==> config.mk <==
export PLATFORM = sky130hd
export DESIGN_NAME = cmd_op_queue
export DESIGN_NICKNAME = d
export VERILOG_FILES = /design/src/rtl/cmd_op_queue.sv
export SDC_FILE = /design/constraint.sdc
export NUM_CORES = 1
export LEC_CHECK = 0
export ABC_CLOCK_PERIOD_IN_PS = 2600
export BUFFER_PORTS_ARGS = -buffer_cell sky130_fd_sc_hd__buf_2
export CAP_MARGIN = 20
export CORE_MARGIN = 2
export CORE_UTILIZATION = 40
export CTS_CLUSTER_DIAMETER = 50
export DETAILED_ROUTE_END_ITERATION = 7
export GPL_ROUTABILITY_DRIVEN = 0
export MAX_ROUTING_LAYER = met4
export PLACE_DENSITY = 0.57
export REMOVE_ABC_BUFFERS = 1
export SLEW_MARGIN = 20
export SYNTH_ARGS = -nofsm -noshare
export SYNTH_HDL_FRONTEND = slang
export SYNTH_SLANG_ARGS = --single-unit
==> constraint.sdc <==
create_clock -name clk -period 2.6 [get_ports clk]
set_clock_uncertainty 0.1 [all_clocks]
set_input_delay 0.26 -clock clk [delete_from_list [all_inputs] [get_ports clk]]
set_output_delay 0.26 -clock clk [all_outputs]
set_load 0.1 [all_outputs]
==> src/rtl/cmd_op_queue.sv <==
// Operator queue for the calculator front end: decodes ASCII operator bytes to a one-hot code
// and buffers up to DEPTH of them for the ALU sequencer, with invalid/underflow/overflow flags.
module cmd_op_queue #(
  parameter int unsigned DEPTH   = 4,
  parameter int unsigned AW      = 2,
  parameter int unsigned EXT_OPS = 1
) (
  input  logic          clk,
  input  logic          rst,
  input  logic          load_cmd,
  input  logic          rdy,
  input  logic          got_dig,
  input  logic          flush,
  input  logic [7:0]    data,
  output logic [5:0]    out,
  output logic          out_valid,
  output logic [AW:0]   count,
  output logic          empty,
  output logic          full,
  output logic          err_invalid,
  output logic          err_underflow,
  output logic          err_overflow
);

  localparam logic [AW:0] CountMax = (AW+1)'(DEPTH);

  logic [5:0]    mem_q [DEPTH];
  logic [AW-1:0] wr_ptr_q, wr_ptr_d;
  logic [AW-1:0] rd_ptr_q, rd_ptr_d;
  logic [AW:0]   count_q, count_d;
  logic [5:0]    out_q, out_d;
  logic          out_valid_q, out_valid_d;
  logic          err_invalid_q, err_invalid_d;
  logic          err_underflow_q, err_underflow_d;
  logic          err_overflow_q, err_overflow_d;

  logic [5:0]    op_oh;
  logic          op_valid;
  logic          push_req;
  logic          pop_req;
  logic          wr_en;

  always_comb begin
    op_oh = 6'b000000;
    case (data)
      8'h2B:   op_oh = 6'b000001;
      8'h2D:   op_oh = 6'b000010;
      8'h2A:   op_oh = 6'b000100;
      8'h2F:   op_oh = 6'b001000;
      8'h25:   op_oh = (EXT_OPS != 0) ? 6'b010000 : 6'b000000;
      8'h5E:   op_oh = (EXT_OPS != 0) ? 6'b100000 : 6'b000000;
      default: op_oh = 6'b000000;
    endcase
  end

  assign op_valid = |op_oh;
  assign push_req = load_cmd & op_valid & ~flush;
  assign pop_req  = rdy & ~flush;

  always_comb begin
    wr_ptr_d        = wr_ptr_q;
    rd_ptr_d        = rd_ptr_q;
    count_d         = count_q;
    out_d           = out_q;
    out_valid_d     = out_valid_q;
    err_invalid_d   = 1'b0;
    err_underflow_d = 1'b0;
    err_overflow_d  = err_overflow_q;
    wr_en           = 1'b0;

    if (flush) begin
      wr_ptr_d       = '0;
      rd_ptr_d       = '0;
      count_d        = '0;
      out_d          = '0;
      out_valid_d    = 1'b0;
      err_overflow_d = 1'b0;
    end else begin
      err_invalid_d = load_cmd & ~op_valid;
      if (pop_req) begin
        if (count_q != '0) begin
          out_d       = mem_q[rd_ptr_q];
          out_valid_d = 1'b1;
          rd_ptr_d    = rd_ptr_q + 1'b1;
          // A same-cycle push reuses the slot being freed, so count holds.
          if (push_req) begin
            wr_en    = 1'b1;
            wr_ptr_d = wr_ptr_q + 1'b1;
          end else begin
            count_d = count_q - 1'b1;
          end
        end else if (push_req) begin
          out_d       = op_oh;
          out_valid_d = 1'b1;
        end else begin
          err_underflow_d = 1'b1;
        end
      end else begin
        if (push_req) begin
          if (count_q == CountMax) begin
            err_overflow_d = 1'b1;
          end else begin
            wr_en    = 1'b1;
            wr_ptr_d = wr_ptr_q + 1'b1;
            count_d  = count_q + 1'b1;
          end
        end
        if (got_dig) begin
          out_d       = '0;
          out_valid_d = 1'b0;
        end
      end
    end
  end

  always_ff @(posedge clk or posedge rst) begin
    if (rst) begin
      wr_ptr_q        <= '0;
      rd_ptr_q        <= '0;
      count_q         <= '0;
      out_q           <= '0;
      out_valid_q     <= 1'b0;
      err_invalid_q   <= 1'b0;
      err_underflow_q <= 1'b0;
      err_overflow_q  <= 1'b0;
    end else begin
      wr_ptr_q        <= wr_ptr_d;
      rd_ptr_q        <= rd_ptr_d;
      count_q         <= count_d;
      out_q           <= out_d;
      out_valid_q     <= out_valid_d;
      err_invalid_q   <= err_invalid_d;
      err_underflow_q <= err_underflow_d;
      err_overflow_q  <= err_overflow_d;
    end
  end

  // Storage needs no reset; entries are only read after being written.
  always_ff @(posedge clk) begin
    if (wr_en) begin
      mem_q[wr_ptr_q] <= op_oh;
    end
  end

  assign out           = out_q;
  assign out_valid     = out_valid_q;
  assign count         = count_q;
  assign empty         = (count_q == '0);
  assign full          = (count_q == CountMax);
  assign err_invalid   = err_invalid_q;
  assign err_underflow = err_underflow_q;
  assign err_overflow  = err_overflow_q;

endmodule

Word-level counts from Yosys, hierarchy flattened
Memories as Yosys holds them, arrays and structs flattened.
Index checks and enable logic that the tools add are counted.
- flip-flop bits (word level): 17
- output and inout port bits: 15
- memories kept: 1
- word-level logic and storage cells: 89
- RAM bits: 24
- memory list (memory ; depth ; width ; rd ports ; clocked after memory_dff ; write ports ; line ; RTL):
    mem_q ; 4 ; 6 ; 1 ; 0 ; 1 ; 27 ; logic [5:0] mem_q [DEPTH];
- multiplexer cells: 43
- add/sub/neg operators: 4
- reduce and logical (&&, ||, !) cells: 14
- equality and inequality tests: 13
- bitwise operators: 6
- operators with widths (operator ; count):
    == test 8 x 6 -> 1 bit (second input constant) ; 5
    one-hot mux 6 bit (6 select lines) ; 1
    2-to-1 mux 6 bit ; 5
    2-to-1 mux 1 bit ; 22
    2-to-1 mux 2 bit ; 9
    2-to-1 mux 3 bit ; 6
    nonzero test 3 bit ; 3
    == test 8 x 7 -> 1 bit (second input constant) ; 1
    AND reduction 4 bit ; 2
    nonzero test 2 bit ; 4
    inequality test 3 x 2 -> 1 bit (second input constant) ; 2
    inequality test 3 bit (second input constant) ; 2
    OR reduction 6 bit ; 1
    adder 2 x 1 -> 2 bit (second input constant) ; 2
    bitwise AND 1 bit ; 4
    inequality test 4 x 3 -> 1 bit (second input constant) ; 1
    AND reduction 2 bit ; 2
    adder 3 x 1 -> 3 bit (second input constant) ; 1
    == test 3 bit (second input constant) ; 1
    zero test 3 bit ; 1
    AND reduction 3 bit ; 1
    subtractor 3 x 1 -> 3 bit (second input constant) ; 1
    inequality test 2 bit (second input constant) ; 1
    NOT 1 bit ; 2

Longest topological paths before layout
Gate-level depths: netlist of the first run.
- depth in word-level cells: 11
- mapped depth: 8

Worst setup path after synthesis of the first run
OpenSTA, ideal clock, no wires.
- kind: register to register
- start point: register count_q[2] (netlist: count[2])
- end point: register out_q[0] (netlist: out[0])
- buffers on the path: 2
- path slack: -0.597 ns
- library setup time: 0.080 ns
- stages on the path, launching flop included: 9
- arrival: 3.017 ns
- clock period less this slack: 3.197 ns
- data required time: 2.420 ns
- cell sequence: dfrtp_1 clkbuf_1 or3_1 clkbuf_1 inv_1 nand2_1 nor4_1 or2_2 mux2i_1
- longest elaborated chain between the ends: 4
- ends and longest elaborated chain (item ; line ; RTL):
    start: declaration ; 30 ; logic [AW:0] count_q, count_d;
    start signal: assignment ; 129 ; count_q <= count_d;
    nonzero test 3 bit (*) ; 81 ; if (count_q != '0) begin
    2-to-1 mux 6 bit ; 81 ;
    2-to-1 mux 6 bit ; 80 ; if (pop_req) begin
    2-to-1 mux 6 bit ; 71 ; if (flush) begin
    end signal: assignment ; 130 ; out_q <= out_d;
    end: declaration ; 31 ; logic [5:0] out_q, out_d;
Mark *: on every way between the ends. The rest lies on a longest branch, timed or not.
A chain may end at the register's enable or synchronous reset.

Worst setup path in the final report of the first run
- start point: register count_q[0] (netlist: count[0])
- end point: output empty
- longest elaborated chain between the ends: 1
- ends and longest elaborated chain (item ; line ; RTL):
    zero test 3 bit ; 148 ; assign empty = (count_q == '0);
    end: declaration ; 18 ; output logic empty,
Every way passes these cells.

==> flow_summary.yaml, run 1 <==
synthesis:
  synth_edf_count: 24
  netlist_instances: 187
  ys_types: 41
  avgSynthCellArea_um2: 11.6
  synth_warnings: 0
  synth.cell_area_um2: 2160
  synthArstFlopShare_pct: 41.5
  synthFlopType: "edfxtp_1"
  postSynthRegisterBits: 41
  ys_seq_area_share_pct: 53.0
clock_network:
  htreeDepth: 2
  cts_tree: "done"
  clkSlewWorstSetupHoldPaths_ns: 0.08
  cts_buffers: 5
  cts-root-buf: "clkbuf_8"
  clk_latency_ns: 0.29
  cts_resized: 0
  cts_buffer_depth: 2
  cts_sinks: 41
timing:
  maxSlewViolCount: 0
  relSlewSlack_pct: 55.2
  setup_tns_ns: 0
  finalSetupViolCount: 0
  period_needed_ns: 2.19
  rsz0062_at_grt: "no"
  post-route-period-util_pct: 84.2
  hold_slack_ns: 0.209
  fmax_mhz: 457
  max_slew.worst_pin.slew_ns: 0.671
  finalHoldViolCount: 0
drt:
  wl_per_cell_um: 16.8
  ant_nets: 0
  viasPerCell: 5.50
  drc: 0
  wirelength_um: 4870
  drtIter0Drc: 118
  num_vias: 1594
  firstDrtPassIters: 4
floorplan:
  core_um2: 5170
  initial_core_util_pct: 41.8
  rows: 26
  die_h_um: 77.5
  ios: 29
  die_w_um: 77.5
  fp.dieArea_um2: 6010
grt:
  gr-total-overflow: 0
  groute.usage.overall_pct: 18.2
  grt_pass1_wl_um: 8240
  grt_start_max_net_pins: 18
  antenna_found_initial: 0
  grt_pass1_vias: 1587
place:
  placed_cell_area_um2: 2400
  port_buffers: 28
  dp_hpwl_um: 3600
setup_path:
  crit_type: "reg2out"
  arrival_ns: 1.83
  setup.worst_path.start_class: "flip-flop"
  end_kind: "primary output"
  worst-path-max-fanout: 13
  critPathRequiredTime_ns: 2.24
finish:
  layout.nets: 238
  finalInstanceArea_um2: 2500
  area_growth_pct: 15.6
  diodes: 0
  drive_gt1_share_pct: 24.1
  postLayoutCoreUtil_pct: 48.3
pwr:
  p_leak_nw: 1.01
  power_density_nw_per_um2: 482
  peakVddDrop_mv: 0.301
  p_total_w: 0.00121
job:
  cap_violations: 0
status:
  status: "finished clean"
worst_hold_path:
  min_path_type: "in2reg"
==> critical path, stage by stage (launching register included) <==
cell and delay, ns:
dfrtp_1 0.53, or3_1 0.44, inv_1 0.12, buf_2 0.44
==> layer usage <==
metal  vias to the layer above  global-route usage [%]  wire (um)
met2                        61                    26.1       2210
met4                         0                    6.79        106
met3                        11                    4.53        315
met1                       766                    25.2       2240
met5                         -                       -          0
li1                        756                       -          -
==> registers in the layout, indices dropped and copies added, names as in the netlist <==
register	flops
err_underflow	1
rd_ptr_q	2
out	6
err_overflow	1
out_valid	1
err_invalid	1
count	3
wr_ptr_q	2
mem_q	24
==> cell type report <==
| type | count | area [um^2] |
|---|---|---|
| Inverter | 12 | 45.0 |
| Clock buffer | 8 | 90.1 |
| Timing Repair Buffer | 36 | 203 |
| Sequential cell | 41 | 1150 |
| Fill cell | 487 | 2670 |
| Multi-Input combinational cell | 123 | 928 |
| Tap cell | 70 | 87.6 |
==> through the flow <==
step	setup WS, ns	instances
6_report	0.411	290
5_1_grt	0.298	290
4_1_cts	0.381	290
3_5_place_dp	0.186	281
3_3_place_gp	0.222	281
2_1_floorplan	-0.689	176
==> final timing paths <==
kind	slack [ns]	cells past startpoint	start	to
min	0.21	4	got_dig	out_valid
min in group asynchronous	0.50	3	rst	err_underflow
max	0.41	3	count[0]	empty
max reg2reg	0.45	5	count[0]	out[0]
min reg2reg	0.39	1	err_overflow	err_overflow
max in group asynchronous	1.47	3	rst	wr_ptr_q[0]
==> power by group <==
part           internal (W)  leakage [nW]  switching, W
sequential         0.000685         0.432    0.00000175
combinational     0.0000276         0.537     0.0000672
clock              0.000216        0.0455      0.000207
==> logic make-up (layout without fill, tap and decap cells) <==
group	Yosys count	after routing	synth area share [%]
mux	11	11	9.14
flops	41	41	53.0
xor+xnor	4	4	1.62
simple gates	76	76	19.2
buf+inv	23	56	4.11
compound gates	27	27	9.72
fa+ha+maj	5	5	3.24
==> synthesized netlist by cell type (all sizes together), types with 2 or more instances <==
library cell / n / area (um^2)
xor2: 2 / 17.5
buf: 2 / 10.0
nor3: 8 / 40.0
xnor2: 2 / 17.5
and3: 6 / 37.5
nor4: 4 / 31.3
nand4b: 2 / 17.5
nor2: 15 / 56.3
nor3b: 4 / 30.0
ha: 4 / 50.1
and2: 2 / 12.5
a21oi: 2 / 10.0
o31ai: 5 / 37.5
or3: 3 / 18.8
edfxtp: 24 / 721
a31oi: 2 / 27.5
clkbuf: 9 / 33.8
mux4: 7 / 158
nor4b: 4 / 41.3
mux2i: 4 / 40.0
nand3: 3 / 15.0
nand2: 19 / 71.3
o211ai: 5 / 37.5
dfrtp: 17 / 425
o2111a: 2 / 22.5
o21ai: 7 / 35.0
inv: 12 / 45.0
==> layout by cell type, fill, tap and decap left out, types with 7 or more instances in the layout <==
| master | count |
|---|---|
| buf_4 | 7 |
| nor2_1 | 15 |
| nand2_1 | 19 |
| inv_1 | 12 |
| buf_2 | 28 |
| nor3_1 | 8 |
| edfxtp_1 | 24 |
| dfrtp_1 | 17 |
| mux4_2 | 7 |
| o21ai_0 | 7 |
==> timing repair <==
| item | in CTS | in global routing |
|---|---|---|
| buffers inserted | 0 | 0 |
| setup endpoints to repair | 0 | 0 |
| hold buffers | 1 | 0 |
| endpoints found under the hold margin | 17 | 0 |
(Power assumes the default switching activity.)
==> run 2, diff against run 1 <==
--- a/config.mk
+++ b/config.mk
@@ -5,7 +5,7 @@
 export SDC_FILE = /design/constraint.sdc
 export NUM_CORES = 1
 export LEC_CHECK = 0
-export ABC_CLOCK_PERIOD_IN_PS = 2600
+export ABC_CLOCK_PERIOD_IN_PS = 2270
 export BUFFER_PORTS_ARGS = -buffer_cell sky130_fd_sc_hd__buf_2
 export CAP_MARGIN = 20
 export CORE_MARGIN = 2
==> constraint.sdc (replaced) <==
create_clock -name clk -period 2.27 [get_ports clk]
set_clock_uncertainty 0.1 [all_clocks]
set_input_delay 0.227 -clock clk [delete_from_list [all_inputs] [get_ports clk]]
set_output_delay 0.227 -clock clk [all_outputs]
set_load 0.1 [all_outputs]
==> flow_summary.yaml, run 2 (same netlist as run 1, synthesis figures left out) <==
finish:
  area_growth_pct: 21.2
  largest_reg_flops: 24
  final_common_cell: "buf_2"
  postLayoutCoreUtil_pct: 50.7
  diodes: 0
  drive_gt1_share_pct: 29.9
  layout.nets: 252
  largest_register: "mem_q"
  final_cell_mix: "buf_2, edfxtp_1, buf_4"
place:
  port_buffers: 28
  dp_hpwl_um: 4120
clock_network:
  clk_latency_ns: 0.29
  htreeDepth: 2
  clkSlewWorstSetupHoldPaths_ns: 0.09
  cts_tree: "done"
  cts-root-buf: "clkbuf_8"
  cts_buffers: 5
  cts_buffer_depth: 2
  cts_sinks: 41
worst_hold_path:
  min_to: "out_valid"
  min_path_type: "in2reg"
  whs_path_depth: 4
  hp-start: "got_dig"
pwr:
  swShare_pct: 25.1
  combPwrFrac_pct: 8.6
  power_density_nw_per_um2: 527
  p_leak_nw: 1.09
  p_int_w: 0.00104
  clock_power_share_pct: 34.5
  peakVddDrop_mv: 0.239
  p_total_w: 0.00138
  seq_power_share_pct: 56.9
  p_sw_w: 0.000347
grt:
  grt_pass1_vias: 1708
  gr-total-overflow: 0
  antenna_found_initial: 0
  groute.usage.overall_pct: 20.1
  grt_start_max_net_pins: 18
  grt_pass1_wl_um: 9050
timing:
  rsz0062_at_grt: "no"
  relSlewSlack_pct: 52.1
  max_slew.worst_pin.slew_ns: 0.718
  finalHoldViolCount: 0
  finalSetupViolCount: 0
  post-route-period-util_pct: 89.1
  period_needed_ns: 2.02
  fmax_mhz: 495
  maxSlewViolCount: 0
job:
  cap_violations: 0
setup_path:
  reg2reg_depth: 7
  regToRegSetupSlack_ns: 0.31
  worst-path-max-fanout: 6
  r2r_start: "count[2]"
  setup.worst_path.start_class: "primary input"
  crit_type: "in2reg"
  end_kind: "flip-flop"
  rr_endpoint: "out[3]"
  critPathRequiredTime_ns: 2.14
  arrival_ns: 1.89
drt:
  drtIter0Drc: 184
  num_vias: 1694
  wl_per_cell_um: 17.7
  drc: 0
  viasPerCell: 5.57
  wirelength_um: 5390
  firstDrtPassIters: 4
  ant_nets: 0
floorplan:
  rows: 26
  ios: 29
  die_h_um: 77.5
  core_um2: 5170
  die_w_um: 77.5
  fp.dieArea_um2: 6010
  initial_core_util_pct: 41.8
status:
  status: "finished clean"
==> run 2: per-stage QoR <==
step	hold slack, ns	worst slack, ns	TNS, ns	instance area (um^2)	instances
2_1_floorplan	0.0531	-1.02	-9.50	2120	176
6_report	0.158	0.248	0	2620	304
4_1_cts	0.150	0.171	0	2620	304
3_3_place_gp	0.251	0.0129	0	2520	295
5_1_grt	0.189	0.142	0	2620	304
3_5_place_dp	0.276	-0.0296	-0.436	2520	295
==> run 2: how the worst max path moves through the flow <==
stage              from     endpoint  slack [ns]  cells past startpoint
2_1_floorplan  count[0]       out[0]       -1.02                      6
3_3_place_gp    data[0]  mem_q[0][1]        0.01                      5
3_5_place_dp    data[0]  mem_q[3][5]       -0.03                      5
4_1_cts        count[0]       out[3]        0.17                      7
5_1_grt         data[0]  mem_q[3][4]        0.14                      5
6_report        data[0]  mem_q[3][0]        0.25                      5
==> run 2: cell type report <==
type	instances	area, um^2
Clock buffer	5	68.8
Multi-Input combinational cell	123	935
Sequential cell	41	1150
Inverter	12	45.0
Clock inverter	3	17.5
Timing Repair Buffer	50	323
Fill cell	458	2550
Tap cell	70	87.6
==> run 2: worst max-delay path: stages <==
cell	delay [ns]
buf_2	0.12
or3b_1	0.39
or3_1	0.36
a311oi_2	0.40
and3_1	0.40
==> run 2: power by group through the flow <==
| stage | Clock [W] | Sequential, W | Combinational [W] |
|---|---|---|---|
| final | 0.000477 | 0.000786 | 0.000119 |
| after global routing | 0.000513 | 0.000787 | 0.000130 |
| after CTS | 0.000482 | 0.000786 | 0.000119 |
| after detailed placement | 0 | 0.000802 | 0.000118 |
| after global placement | 0 | 0.000802 | 0.000114 |
| after floorplan | 0 | 0.000820 | 0.0000444 |
==> run 2: layer usage <==
| metal | wire [um] | vias to the layer above | part of all wire (%) | global-route usage (%) |
|---|---|---|---|---|
| li1 | - | 783 | - | - |
| met1 | 2400 | 848 | 44 | 27.2 |
| met2 | 2670 | 56 | 49 | 31.6 |
| met3 | 266 | 7 | 4.9 | 3.49 |
| met4 | 63 | 0 | 1.2 | 5.36 |
| met5 | 0 | - | 0 | - |
==> run 2: what timing repair did <==
action,4_1_cts,5_1_grt
hold endpoints to repair,17,0
hold buffers,1,0
gates resized for setup,0,1
setup buffers,0,0
endpoints found under the setup margin,0,2
